**src/rtl/valve_sequencer_pkg.sv**
```systemverilog
// Shared encodings for the valve sequencer: FSM states, latched irrigation mode
// and the busy decode used by the output logic.
package valve_sequencer_pkg;

   typedef enum logic [2:0] {
      S_OFF   = 3'd0,
      S_FILL  = 3'd1,
      S_PRIME = 3'd2,
      S_WATER = 3'd3,
      S_DEAD  = 3'd4,
      S_FAULT = 3'd5
   } state_t;

   typedef enum logic [0:0] {
      MODE_DRIP   = 1'b0,
      MODE_SPLINK = 1'b1
   } mode_t;

   function automatic logic is_busy(input state_t s);
      logic b;
      case (s)
         S_FILL, S_PRIME, S_WATER, S_DEAD: b = 1'b1;
         default:                          b = 1'b0;
      endcase
      return b;
   endfunction

endpackage

```
**src/rtl/valve_sequencer_phase_timer.sv**
```systemverilog
// Loadable saturating up-counter with synchronous clear and a terminal compare
// against a caller-supplied value; shared by timed phases.
module valve_sequencer_phase_timer #(
   parameter int CNT_W = 16
) (
   input  logic             clock,
   input  logic             reset,
   input  logic             clr_i,
   input  logic             en_i,
   input  logic             load_i,
   input  logic [CNT_W-1:0] load_val_i,
   input  logic [CNT_W-1:0] term_i,
   output logic             at_term_o
);

   logic [CNT_W-1:0] count_q;
   logic [CNT_W-1:0] count_d;

   // Count register
   always_ff @(posedge clock) begin
      if (reset) begin
         count_q <= '0;
      end else begin
         count_q <= count_d;
      end
   end

   // Clear wins over load; counting stops at all-ones so it can never wrap
   always_comb begin
      count_d = count_q;
      if (clr_i) begin
         count_d = '0;
      end else if (load_i) begin
         count_d = load_val_i;
      end else if (en_i && (count_q != {CNT_W{1'b1}})) begin
         count_d = count_q + CNT_W'(1);
      end else begin
         count_d = count_q;
      end
   end

   assign at_term_o = (count_q == term_i);

endmodule

```
**src/rtl/valve_sequencer.sv**
```systemverilog
// Actuator sequencer for the tank loop: pump priming before irrigation valves,
// dead time after every active phase, fill watchdog and a sticky fault.
module valve_sequencer
   import valve_sequencer_pkg::*;
#(
   parameter int DEAD_TIME    = 4,
   parameter int PRIME_TIME   = 8,
   parameter int FILL_TIMEOUT = 1000,
   parameter int CNT_W        = 16
) (
   input  logic clock,
   input  logic reset,
   input  logic watering,
   input  logic filling,
   input  logic dripper,
   input  logic splinker,
   input  logic fault_clear,
   output logic inlet_valve,
   output logic pump,
   output logic dripper_valve,
   output logic splinker_valve,
   output logic busy,
   output logic fault
);

   state_t           state_q;
   state_t           state_d;
   mode_t            mode_q;
   mode_t            mode_d;
   logic             timer_en_s;
   logic             timer_clr_s;
   logic             at_term_s;
   logic [CNT_W-1:0] term_s;

   // State and latched-mode registers
   always_ff @(posedge clock) begin
      if (reset) begin
         state_q <= S_OFF;
         mode_q  <= MODE_DRIP;
      end else begin
         state_q <= state_d;
         mode_q  <= mode_d;
      end
   end

   // Next-state logic; in FILL the watering command can only be seen high after a
   // low-to-high change because OFF faults on both commands together
   always_comb begin
      state_d    = state_q;
      mode_d     = mode_q;
      timer_en_s = 1'b0;
      case (state_q)
         S_OFF: begin
            if (watering && filling) begin
               state_d = S_FAULT;
            end else if (filling) begin
               state_d = S_FILL;
            end else if (watering) begin
               if (dripper ^ splinker) begin
                  state_d = S_PRIME;
                  mode_d  = dripper ? MODE_DRIP : MODE_SPLINK;
               end else begin
                  state_d = S_FAULT;
               end
            end else begin
               state_d = S_OFF;
            end
         end
         S_FILL: begin
            if (watering && filling) begin
               state_d = S_FAULT;
            end else if (!filling) begin
               state_d = S_DEAD;
            end else if (at_term_s) begin
               state_d = S_FAULT;
            end else begin
               timer_en_s = 1'b1;
            end
         end
         S_PRIME: begin
            if (!watering || filling) begin
               state_d = S_DEAD;
            end else if (at_term_s) begin
               state_d = S_WATER;
            end else begin
               timer_en_s = 1'b1;
            end
         end
         S_WATER: begin
            if (!watering || filling) begin
               state_d = S_DEAD;
            end else begin
               state_d = S_WATER;
            end
         end
         S_DEAD: begin
            if (at_term_s) begin
               state_d = S_OFF;
            end else begin
               timer_en_s = 1'b1;
            end
         end
         S_FAULT: begin
            if (fault_clear && !watering && !filling) begin
               state_d = S_OFF;
            end else begin
               state_d = S_FAULT;
            end
         end
         default: state_d = S_FAULT;
      endcase
   end

   // Terminal count for the phase currently running
   always_comb begin
      case (state_q)
         S_FILL:  term_s = CNT_W'(FILL_TIMEOUT - 1);
         S_PRIME: term_s = CNT_W'(PRIME_TIME - 1);
         S_DEAD:  term_s = CNT_W'(DEAD_TIME - 1);
         default: term_s = '0;
      endcase
   end

   assign timer_clr_s = (state_d != state_q);

   valve_sequencer_phase_timer #(
      .CNT_W (CNT_W)
   ) u_timer (
      .clock      (clock),
      .reset      (reset),
      .clr_i      (timer_clr_s),
      .en_i       (timer_en_s),
      .load_i     (1'b0),
      .load_val_i ({CNT_W{1'b0}}),
      .term_i     (term_s),
      .at_term_o  (at_term_s)
   );

   // Moore output decode of the state register
   always_comb begin
      inlet_valve    = 1'b0;
      pump           = 1'b0;
      dripper_valve  = 1'b0;
      splinker_valve = 1'b0;
      fault          = 1'b0;
      busy           = is_busy(state_q);
      case (state_q)
         S_FILL:  inlet_valve = 1'b1;
         S_PRIME: pump = 1'b1;
         S_WATER: begin
            pump           = 1'b1;
            dripper_valve  = (mode_q == MODE_DRIP);
            splinker_valve = (mode_q == MODE_SPLINK);
         end
         S_FAULT: fault = 1'b1;
         default: inlet_valve = 1'b0;
      endcase
   end

endmodule

```
**config.mk**
```make
export PLATFORM = sky130hd
export DESIGN_NAME = valve_sequencer
export DESIGN_NICKNAME = d
export VERILOG_FILES = /design/src/rtl/valve_sequencer_pkg.sv /design/src/rtl/valve_sequencer_phase_timer.sv /design/src/rtl/valve_sequencer.sv
export SDC_FILE = /design/constraint.sdc
export NUM_CORES = 1
export LEC_CHECK = 0
export ABC_AREA = 1
export ABC_CLOCK_PERIOD_IN_PS = 2000
export BUFFER_PORTS_ARGS = -buffer_cell sky130_fd_sc_hd__buf_2
export CAP_MARGIN = 20
export CORE_ASPECT_RATIO = 0.5
export CORE_MARGIN = 4
export CORE_UTILIZATION = 54
export DETAILED_ROUTE_END_ITERATION = 8
export GPL_ROUTABILITY_DRIVEN = 0
export MAX_ROUTING_LAYER = met4
export PLACE_DENSITY = 0.85
export SYNTH_ARGS = -nofsm -noshare
export SYNTH_HDL_FRONTEND = slang
export SYNTH_SLANG_ARGS = --single-unit
```
**constraint.sdc**
```tcl
create_clock -name clock -period 2 [get_ports clock]
set_clock_uncertainty 0.2 [all_clocks]
set_input_delay 0.2 -clock clock [delete_from_list [all_inputs] [get_ports clock]]
set_output_delay 0.2 -clock clock [all_outputs]
set_load 0.03 [all_outputs]
```
==> results.md <==
| Quantity | Value | Unit |
|:---|:---|:---|
| Floorplan die area | 3940 | sq um |
| Initial DRT Pass Iterations | 9 | - |
| Global-route wire length before repair | 7.20 | mm |
| Number of violations reported at the end of detailed-routing iteration 0 | 366 | - |
| Total Nets Final | 313 | - |
| Worst-Margin Slew | 354 | ps |
| Category of the most critical setup path | reg2reg | - |
| Row Count | 13 | - |
| Crit-path cells | buf_4, nand3_1, inv_2, a22oi_2, o21ai_1, a21oi_2, nand2_1, nand2_1, nand2_1, nor2_2, nand2_2, buf_12, nor2_1 | - |
| Number of setup violations in the final report | 16 | - |
| CP required | 2000 | ps |
| Setup crit start kind | flip-flop | - |
| Total power density per cell area | 817 | nW/um^2 |
| Worst rel slew slack | 76.3 | % |
| Number of buffers on the longest clock path | 2 | - |
| Violations in the final reports | design-rule violations, negative setup slack | - |
| Part of the total power dissipated in the clock network | 16.4 | % |
| Starting density of the core | 59.1 | % |
| Largest net degree at the start of global routing | 17 | - |
| Total placed instance area | 1860 | sq um |
| Commonest cells after routing, fill and taps aside | 60 x sky130_fd_sc_hd__nand2_1, 41 x sky130_fd_sc_hd__inv_1, 28 x sky130_fd_sc_hd__buf_4 | - |
| Via total after detailed routing | 2,149 | - |
| Cell at the root of the clock tree | sky130_fd_sc_hd__clkbuf_8 | - |
| Number of storage elements in the synthesis netlist | 20 | - |
| Most common cell on crit path | sky130_fd_sc_hd__nand2_1 | - |
| Clock latency reported for the late side of the worst-skew pair | 270 | ps |
| Crit-path max cell delay | 370 | ps |
| Fmax | 445 | MHz |
| Number of buffer cells added on primary ports | 12 | - |
| Total power draw | 0.00175 | W |
| Slowest stage cell on the critical path | sky130_fd_sc_hd__dfxtp_4 | - |
| Mapped Area | 1600 | sq um |
| Total CTS buffers | 3 | - |
| Number of warnings reported in the yosys synthesis log | 0 | - |
| Overflow left after global routing | 0 | - |
| Total count of hold-check failures in the final report | 0 | - |
| Part of the total power dissipated in sequential elements | 26.1 | % |
| Die span in x | 84.9 | um |
| Peak supply drop | 0.589 | mV |
| CTS sink cnt | 20 | - |
| Clock transition at the registers of the reported paths | 80 | ps |
| Total track usage | 24.0 | % |
| Vias per inst | 6.32 | - |
| Post-route antenna net violation count | 0 | - |
| Worst Setup End Kind | flip-flop | - |
| Hold Worst Slack | 226 | ps |
| Result of the run | finished with violations | - |
| Worst min-delay path category | in2reg | - |
| P_sw | 0.000838 | W |
| Crit path time final | 2250 | ps |
| Final cycle utilization of the critical path | 112 | % |
| Synthesized net count | 267 | - |
| Number of distinct standard cells referenced by the synthesized netlist | 30 | - |
| Number of H-tree levels | 1 | - |
| Number of filler cells placed in the layout | 132 | - |
| Share of post-route cells with drive strength above 1 | 36.0 | % |
| Leakage | 0.993 | nW |
| Most common cell after layout, fill and taps aside | sky130_fd_sc_hd__nand2_1 | - |
| Total wire length | 6.64 | mm |
| Avg WL per Cell | 19.5 | um |
| Number of global-route vias before repair | 1,708 | - |
| Relative area change from synthesis to final layout | 34.6 | % |
| Post-placement setup slack | -68.6 | ps |
| Number of slew-limit violations in the final report | 0 | - |
| Setup slack after layout | -247 | ps |
| Number of remaining DRC errors | 14 | - |
| Combined area of the multi-input logic cells | 1100 | sq um |
| Hpwl dp | 3.12 | mm |
| Sequential-to-total area share from yosys stat | 25.1 | % |
| Share of power burned in combinational logic | 57.5 | % |
| Clock tree from TritonCTS | done | - |
| Synthesized instance count | 259 | - |
| Avg Inst Size Synth | 6.16 | sq um |
| Share of total power consumed by net switching | 47.8 | % |
| Sequential standard cell area | 419 | sq um |
| Internal cell power | 0.000915 | W |
| Die Y-Extent | 46.4 | um |
| Floorplan core area | 2700 | sq um |
| Final Instance Area | 2150 | sq um |
| Antenna violations before repair | 0 | - |
| Setup repair after global routing missed its margin | true | - |
| Top Ports | 13 | - |
| Inserted Diodes | 0 | - |
| Data arrival time at the worst-slack endpoint | 2250 | ps |
| Biggest fanout along the worst timing path | 8 | - |
| Reported max-cap violation count | 0 | - |
-- per-layer routing --
| layer | part of all wire, % | global-route usage (%) | vias up |
|---|---|---|---|
| li1 | - | - | 890 |
| met1 | 35 | 25.1 | 900 |
| met2 | 41 | 44.6 | 253 |
| met3 | 14 | 5.36 | 106 |
| met4 | 9.9 | 11.4 | 0 |
| met5 | 0 | - | - |
-- worst max-delay path: cells and delay by family, from the launching register on --
family / cells / cell delay (ps)
buf+inv: 3 / 380
compound gates: 3 / 500
simple gates: 7 / 710
flops: 1 / 370
-- power by group through the flow --
stage | Sequential, W | Combinational, W | Clock [W]
after global routing | 0.000457 | 0.00106 | 0.000294
after global placement | 0.000455 | 0.000670 | 0
final | 0.000458 | 0.00101 | 0.000287
after floorplan | 0.000457 | 0.000519 | 0
after detailed placement | 0.000456 | 0.000699 | 0
after CTS | 0.000450 | 0.000738 | 0.000281
-- repair_timing --
item	CTS	global route
setup endpoints to repair	16	16
hold buffers	2	0
cloned	0	1
gates resized for setup	13	36
pin swaps	2	5
setup buffers	2	6
hold endpoints to repair	3	0
-- cell families (layout without fill, tap and decap cells) --
kind of cell / Yosys count / in the layout / share of synthesized area, %
AOI/OAI and AO/OA: 15 / 15 / 6.35
xor gates and xnor gates: 14 / 14 / 7.69
adders and majority gates: 1 / 1 / 0.784
buffers and inverters: 53 / 97 / 14.4
DFF: 20 / 20 / 25.1
and+or+nand+nor: 156 / 156 / 45.7
-- sequential cells by signal, indices dropped and copies added, names as in the netlist --
signal,flops
mode_q,1
state_q,3
u_timer.count_q,16
-- synthesized netlist by cell type --
cell	count	share of area (%)
sky130_fd_sc_hd__a21oi_2	1	0.55
sky130_fd_sc_hd__xnor2_1	2	1.1
sky130_fd_sc_hd__nand3_1	28	8.8
sky130_fd_sc_hd__inv_2	3	0.71
sky130_fd_sc_hd__a21oi_1	4	1.3
sky130_fd_sc_hd__buf_4	1	0.47
sky130_fd_sc_hd__nand4_1	4	1.6
sky130_fd_sc_hd__nand2_2	4	1.6
sky130_fd_sc_hd__o21ai_4	1	1.0
sky130_fd_sc_hd__o21ai_2	1	0.55
sky130_fd_sc_hd__inv_1	46	11
sky130_fd_sc_hd__ha_1	1	0.78
sky130_fd_sc_hd__nand3_2	2	1.3
sky130_fd_sc_hd__nor4_1	1	0.39
sky130_fd_sc_hd__a22oi_1	1	0.47
sky130_fd_sc_hd__dfxtp_1	20	25
sky130_fd_sc_hd__nand3_4	1	1.1
sky130_fd_sc_hd__nor2_4	1	0.71
sky130_fd_sc_hd__nand2_4	1	0.71
sky130_fd_sc_hd__buf_8	1	0.94
sky130_fd_sc_hd__o21ai_0	5	1.6
sky130_fd_sc_hd__nor3_2	2	1.3
sky130_fd_sc_hd__nor2_2	11	4.3
sky130_fd_sc_hd__buf_6	2	1.4
sky130_fd_sc_hd__nor2_1	31	7.3
sky130_fd_sc_hd__xor2_1	12	6.6
sky130_fd_sc_hd__nor3_1	4	1.3
sky130_fd_sc_hd__nand2_1	66	16
sky130_fd_sc_hd__a211o_2	1	0.63
sky130_fd_sc_hd__o21ai_1	1	0.31
-- cell type report --
cell class | instances | area share, %
sequential | 20 | 19.5
inverter | 49 | 9.03
tap | 37 | 2.16
timing repair buffer | 45 | 16.1
clock buffer | 3 | 1.92
multi-input combinational | 186 | 51.2
-- final timing paths --
path / startpoint / endpoint / slack [ps] / cells past startpoint
worst max-delay path: state_q[2] / u_timer.count_q[6] / -250 / 13
worst min register to register: u_timer.count_q[4] / u_timer.count_q[4] / 370 / 4
worst min-delay path: filling / state_q[0] / 230 / 5
worst max register to register: state_q[2] / u_timer.count_q[6] / -250 / 13
-- through the flow --
step / util (%) / cells / TNS, ps
floorplan: - / 259 / 0
CTS: 72.6 / 334 / 0
global route: 79.5 / 340 / -5440
global placement: 68.7 / 327 / -557
finish: 79.5 / 340 / -3350
detailed placement: 68.7 / 327 / -930
(Power assumes the default switching activity.)
